`src/rtl/arith_mc_alu.sv`:
```
// Multi-cycle signed add/subtract unit with accumulator; CHUNK bits per clock, carry registered.
// Saturation on signed overflow, sticky overflow flag, start/busy/done handshake.
module arith_mc_alu #(
  parameter int WIDTH = 16,
  parameter int CHUNK = 4
) (
  input  logic             clk,
  input  logic             rst,
  input  logic             start,
  input  logic [1:0]       op,
  input  logic             sat,
  input  logic [WIDTH-1:0] A,
  input  logic [WIDTH-1:0] B,
  input  logic             clr_acc,
  output logic             busy,
  output logic             done,
  output logic [WIDTH-1:0] result,
  output logic             OV,
  output logic             ov_sticky,
  output logic [WIDTH-1:0] acc
);
  localparam int N  = WIDTH / CHUNK;
  localparam int CW = (N > 1) ? $clog2(N) : 1;

  typedef enum logic [1:0] {S_IDLE, S_CALC, S_DONE} state_t;
  state_t r_state, w_next;

  logic [WIDTH-1:0]       r_x, r_y;
  logic [WIDTH-CHUNK-1:0] r_sum;
  logic [CW-1:0]          r_cnt;
  logic                   r_carry, r_sat, r_acc_op, r_xmsb, r_ymsb;

  logic                   w_accept, w_last, w_cout, w_ov;
  logic [CHUNK-1:0]       w_s;
  logic [WIDTH-1:0]       w_sum, w_satv, w_res, w_left, w_right, w_rinv;

  // A new op may be accepted on the edge leaving DONE, giving one op per N+1 cycles.
  assign w_accept = start && (r_state == S_IDLE || r_state == S_DONE);
  assign w_last   = (r_state == S_CALC) && (r_cnt == CW'(N - 1));

  // Operands shift right each cycle so the working chunk always sits at bit 0.
  assign {w_cout, w_s} = {1'b0, r_x[CHUNK-1:0]} + {1'b0, r_y[CHUNK-1:0]} + {{CHUNK{1'b0}}, r_carry};
  assign w_sum  = {w_s, r_sum};
  assign w_ov   = (r_xmsb == r_ymsb) && (w_sum[WIDTH-1] != r_xmsb);
  assign w_satv = r_xmsb ? {1'b1, {(WIDTH-1){1'b0}}} : {1'b0, {(WIDTH-1){1'b1}}};
  assign w_res  = (r_sat && w_ov) ? w_satv : w_sum;

  // op 1x computes acc +/- A, so acc becomes the left operand.
  assign w_left  = op[1] ? acc : A;
  assign w_right = op[1] ? A : B;
  assign w_rinv  = op[0] ? ~w_right : w_right;

  assign busy = (r_state == S_CALC);
  assign done = (r_state == S_DONE);

  always_ff @(posedge clk or posedge rst) begin
    if (rst) r_state <= S_IDLE;
    else     r_state <= w_next;
  end

  always_comb begin
    w_next = r_state;
    case (r_state)
      S_IDLE:  if (w_accept) w_next = S_CALC;
      S_CALC:  if (w_last) w_next = S_DONE;
      S_DONE:  w_next = w_accept ? S_CALC : S_IDLE;
      default: w_next = S_IDLE;
    endcase
  end

  always_ff @(posedge clk or posedge rst) begin
    if (rst) begin
      r_x      <= '0;
      r_y      <= '0;
      r_sum    <= '0;
      r_cnt    <= '0;
      r_carry  <= 1'b0;
      r_sat    <= 1'b0;
      r_acc_op <= 1'b0;
      r_xmsb   <= 1'b0;
      r_ymsb   <= 1'b0;
    end else if (w_accept) begin
      r_x      <= w_left;
      r_y      <= w_rinv;
      r_xmsb   <= w_left[WIDTH-1];
      r_ymsb   <= w_rinv[WIDTH-1];
      r_carry  <= op[0];
      r_sat    <= sat;
      r_acc_op <= op[1];
      r_cnt    <= '0;
    end else if (r_state == S_CALC) begin
      r_x     <= r_x >> CHUNK;
      r_y     <= r_y >> CHUNK;
      r_sum   <= w_sum[WIDTH-1:CHUNK];
      r_carry <= w_cout;
      r_cnt   <= r_cnt + 1'b1;
    end
  end

  always_ff @(posedge clk or posedge rst) begin
    if (rst) begin
      result    <= '0;
      OV        <= 1'b0;
      ov_sticky <= 1'b0;
      acc       <= '0;
    end else begin
      if (w_last) begin
        result <= w_res;
        OV     <= w_ov;
      end
      // Clear dominates a simultaneous completion update.
      if (clr_acc) begin
        acc       <= '0;
        ov_sticky <= 1'b0;
      end else if (w_last) begin
        ov_sticky <= ov_sticky | w_ov;
        if (r_acc_op) acc <= w_res;
      end
    end
  end
endmodule
```
`config.mk`:
```
export PLATFORM = sky130hd
export DESIGN_NAME = arith_mc_alu
export DESIGN_NICKNAME = d
export VERILOG_FILES = /design/src/rtl/arith_mc_alu.sv
export SDC_FILE = /design/constraint.sdc
export NUM_CORES = 1
export LEC_CHECK = 0
export CAP_MARGIN = 40
export CORE_UTILIZATION = 25
export DETAILED_ROUTE_END_ITERATION = 10
export GPL_TIMING_DRIVEN = 0
export PLACE_DENSITY = 0.51
export SLEW_MARGIN = 20
export SYNTH_ARGS = -nofsm -noshare
export SYNTH_HDL_FRONTEND = slang
export SYNTH_SLANG_ARGS = --single-unit
export TNS_END_PERCENT = 100
```
`constraint.sdc`:
```
create_clock -name clk -period 7.2 [get_ports clk]
set_input_delay 1.08 -clock clk [delete_from_list [all_inputs] [get_ports clk]]
set_output_delay 1.08 -clock clk [all_outputs]
set_load 0.005 [all_outputs]
```
Word level (Yosys, flattened, before mapping). Cells that the tools add are included.

Muxes and demuxes: 22. Divide/modulo/power cells: 0. Reduce and logical (&&, ||, !) cells: 12. Bitwise gates (word level): 3. Add/subtract/negate cells: 3. Order comparisons: 0. Equal/unequal tests: 7. Shift-type cells: 0. Multipliers: 0.

Operators by type and width (count): two-way mux 16 bit (12); inverter 16 bit (1); two-way mux 2 bit (4); one-hot mux 2 bit (3 select lines) (1); AND reduction 2 bit (3); nonzero test 2 bit (3); adder 4 x 4 -> 5 bit (1); adder 5 x 1 -> 5 bit (1); two-way mux 1 bit (5); == test 2 bit (second input constant) (2); logical AND 1 bit (4); adder 2 x 1 -> 2 bit (second input constant) (1); == test 2 x 1 -> 1 bit (second input constant) (1); logical NOT 2 bit (1); inequality test 2 x 1 -> 1 bit (second input constant) (1); inequality test 2 bit (second input constant) (1); == test 1 bit (1); logical OR 1 bit (1); inequality test 1 bit (1); inverter 1 bit (1); OR 1 bit (1).

Output and inout port bits: 36. Memory bits (writable): 0. Latch bits: 0. ROM bits: 0. Register bits: 87. Memories: 0. Logic and storage cells: 61.

Logic depth before layout (Yosys ltp).
Depth after elaboration: 9. Gate-level depth with buffers: 9. Depth with buffers taken out: 7.

Worst setup path after synthesis. OpenSTA, ideal clock, no wires.

Path kind: register -> output. Start point: register r_state[1]. End point: output busy. Required time: 6120 ps. Arrival: 1212 ps. Stages on the path, launching flop included: 6. Buffers on the path: 3. Setup slack: 4908 ps. Cell sequence: dfrtp_1 -> nand2b_1 -> buf_2 -> inv_2 -> clkbuf_1 -> buf_1.

Cells in the longest elaborated chain, start to end: 1.

Ends and longest elaborated chain: start: declaration (line 26) `state_t r_state, w_next;`; start signal: assignment (line 58) `else r_state <= w_next;`; == test 2 x 1 -> 1 bit (line 53) `assign busy = (r_state == S_CALC);`; end: declaration (line 15) `output logic busy,`.

Every way passes these cells.

Worst setup path after layout. Same ends and word-level chain as after synthesis.

==> results.py <==
metrics = {
    "finish": {
        "drive_above_1_share_pct": 9.728,
        "layout_commonest_cell": "nand2_1",
        "n_antenna_cell": 0,
        "layout_common_cells": "nand2_1 (105), dfrtp_1 (87), clkdlybuf4s50_1 (72)",
        "postLayoutCoreUtil_pct": 33.83,
        "nets": 554,
        "areaGrowthSynthToFinish_pct": 30.72,
    },
    "timing": {
        "max_slew_margin_pct": 42.50,
        "fmax_ghz": 0.2702,
        "skew_ps": 6.831,
        "rsz0062_at_grt": "false",
        "min_period_ps": 3701,
        "finalHoldViolCount": 0,
        "post-route-period-util_pct": 51.40,
        "fin_tns_setup_ps": 0,
        "setup_viol": 0,
        "worstMarginPinSlew_ps": 859.3,
        "slew_violations": 0,
    },
    "global_route": {
        "grt_pass1_vias": 3484,
        "overflow": 0,
        "grt_use_total_pct": 14.47,
        "grt_max_degree": 45,
        "grt_pass1_wl_um": 19680,
        "antenna_found_initial": 0,
    },
    "setup_path": {
        "cp_data_arrival_time_ps": 2620,
        "rr_worst_depth": 8,
        "crit_fanout": 10,
        "cp-start-kind": "register",
        "crit_type": "reg -> out",
        "crit_required_ps": 6120,
        "timing.rr.end": "result[7]$_DFFE_PP0P_",
        "endpoint_kind": "output port",
        "ff2ff_setup_slack_ps": 4850,
        "rr_startpoint": "r_x[0]$_DFFE_PP0P_",
        "crit_start": "r_state[1]$_DFFE_PP0P_",
    },
    "detailed_routing": {
        "wl_per_cell_um": 16.89,
        "drc": 0,
        "viasPerCell": 4.843,
        "drt_first_iter_violations": 277,
        "routed_wl_um": 12400,
        "drtAntennaViolNets": 0,
        "drtPass1Iterations": 4,
        "num_vias": 3555,
    },
    "clock_network": {
        "postCtsSetupBuffers": 0,
        "ctsHtreeMaxLevel": 3,
        "cts-buffers-inserted": 9,
        "cts_tree": "done",
        "ctsResizeCount": 0,
        "clk_latency_ps": 350,
        "path_clk_slew_ps": 70,
        "cts_root_buf": "clkbuf_16",
        "hold_buffers": 0,
        "clkSinkCount": 87,
        "cts.path.max_buffers": 2,
    },
    "logic_synthesis": {
        "syn-cell-area_um2": 4338,
        "ys_async_sr_fraction_pct": 100.0,
        "synth_ff_type": "dfrtp_1",
        "postSynthAreaPerCell_um2": 10.21,
        "synth_cells": 425,
        "ys_types": 46,
        "syn-num-nets": 470,
        "yosysWarnings": 0,
        "synth_edf_count": 0,
        "synth-seq-cells": 87,
        "synth_seq_area_share_pct": 50.19,
    },
    "floorplanning": {
        "coreArea_um2": 16760,
        "die_w_um": 133.7,
        "start_util_pct": 25.88,
        "dieArea_um2": 17880,
        "chipHeight_um": 133.7,
        "pin_count": 75,
        "rows": 47,
    },
    "power_and_ir_drop": {
        "switching_share_pct": 39.70,
        "clkPwrFrac_pct": 21.0,
        "power_frac_seq_pct": 35.8,
        "intPower_mw": 1.406,
        "comb_power_share_pct": 43.1,
        "ir_drop_mv": 0.2051,
        "power_leakage_nw": 2.454,
        "power_density_nw_per_um2": 411.1,
        "p_switching_mw": 0.9256,
    },
    "worst_hold_path": {
        "min_from": "r_y[15]$_DFFE_PP0P_",
        "hold_path_end": "r_y[15]$_DFFE_PP0P_",
        "hp-class": "reg -> reg",
        "whs_path_depth": 2,
    },
    "placement": {
        "gp_congestion": 0.8279,
        "hpwlAfterDp_um": 9527,
        "port_buffers": 72,
    },
    "status": {
        "status": "complete, no violations",
    },
    "job": {
        "drv_cap": 0,
    },
}
==> worst max-delay path, stage by stage, from the launching register on <==
cell and delay (ps):
dfrtp_1 380, nand2b_1 130, buf_2 170, inv_2 60, clkbuf_1 430, buf_1 490
clkdlybuf4s50_1 610
==> routing by layer <==
layer  GRT usage [%]  vias to the layer above  share of wire (%)
met1           19.94                     1764                 47
li1                -                     1687                  -
met4           5.051                        0                1.6
met2           22.45                       88                 47
met3           2.892                       16                4.7
met5               0                        -                  0
==> worst max path at each step <==
stage	slack [ps]	endpoint	cells after the start
detailed placement	3880	busy	6
CTS	3490	busy	6
global placement	2440	r_y[13]$_DFFE_PP0P_	2
floorplan	3870	OV$_DFFE_PP0P_	1
global route	3310	busy	6
finish	3500	busy	6
==> cell usage after synthesis (2+ instances only) <==
| library cell | count | area share [%] |
|---|---|---|
| ha_1 | 4 | 1.2 |
| o21ai_0 | 10 | 1.2 |
| buf_2 | 8 | 0.92 |
| nor4_4 | 3 | 1.5 |
| nor2_1 | 14 | 1.2 |
| a221o_2 | 4 | 1.0 |
| a221o_1 | 26 | 6.0 |
| inv_2 | 2 | 0.17 |
| o31ai_1 | 4 | 0.69 |
| inv_1 | 7 | 0.61 |
| buf_6 | 3 | 0.78 |
| nor3_2 | 2 | 0.46 |
| xor2_1 | 4 | 0.81 |
| a31oi_1 | 26 | 3.7 |
| mux2i_1 | 20 | 4.6 |
| a211oi_1 | 13 | 2.2 |
| nand2b_1 | 3 | 0.43 |
| nor2b_1 | 14 | 2.0 |
| nor4_2 | 2 | 0.58 |
| or3_1 | 2 | 0.29 |
| nand2_1 | 105 | 9.1 |
| a21o_1 | 3 | 0.52 |
| nand3b_1 | 2 | 0.35 |
| a21oi_1 | 2 | 0.23 |
| clkbuf_1 | 16 | 1.4 |
| xnor2_1 | 13 | 2.6 |
| fa_1 | 2 | 0.92 |
| dfrtp_1 | 87 | 50 |
| buf_1 | 4 | 0.35 |
| a22oi_1 | 2 | 0.35 |
| buf_4 | 3 | 0.52 |
==> kinds of logic after synthesis <==
group / after synthesis / share of synthesized area (%)
DFF: 87 / 50.19
and+or+nand+nor: 157 / 17.71
buffers and inverters: 43 / 4.730
adders and majority gates: 6 / 2.077
AOI/OAI and AO/OA: 95 / 17.25
muxes: 20 / 4.615
xor gates and xnor gates: 17 / 3.432
==> power groups by stage <==
stage	Combinational (mW)	Sequential, mW	Clock, mW
floorplan	0.682	0.794	0
global placement	0.999	0.840	0
detailed placement	1.01	0.845	0
CTS	1.02	0.837	0.496
global route	1.13	0.859	0.513
finish	1.01	0.835	0.491
==> state kept, by name, summed over array words and instances, names as in the netlist, 2 cells and up <==
signal / flops
acc: 16
r_y: 16
r_cnt: 2
result: 16
r_state: 2
r_x: 16
r_sum: 12
==> cell type report <==
class / instances / area (um2)
fillers: 1716 / 11090
flip-flops and latches: 87 / 2177
multi-input cells: 295 / 1956
repair buffers: 73 / 748.2
well taps: 220 / 275.3
clock buffers: 10 / 229.0
plain buffers: 34 / 171.4
clock inverters: 6 / 77.57
inverters: 9 / 36.28
==> through the flow <==
stage / cell area [um2] / setup WS [ps] / power, mW / hold slack (ps) / instances
finish: 5670 / 3499 / 2.331 / 477.6 / 734
global route: 5670 / 3310 / 2.501 / 514.4 / 734
CTS: 5670 / 3492 / 2.353 / 483.7 / 734
detailed placement: 5364 / 3876 / 1.859 / 467.0 / 718
global placement: 5334 / 2443 / 1.840 / 461.7 / 717
floorplan: 4338 / 3870 / 1.476 / 445.7 / 425
Power figures use the tool's default switching activity.
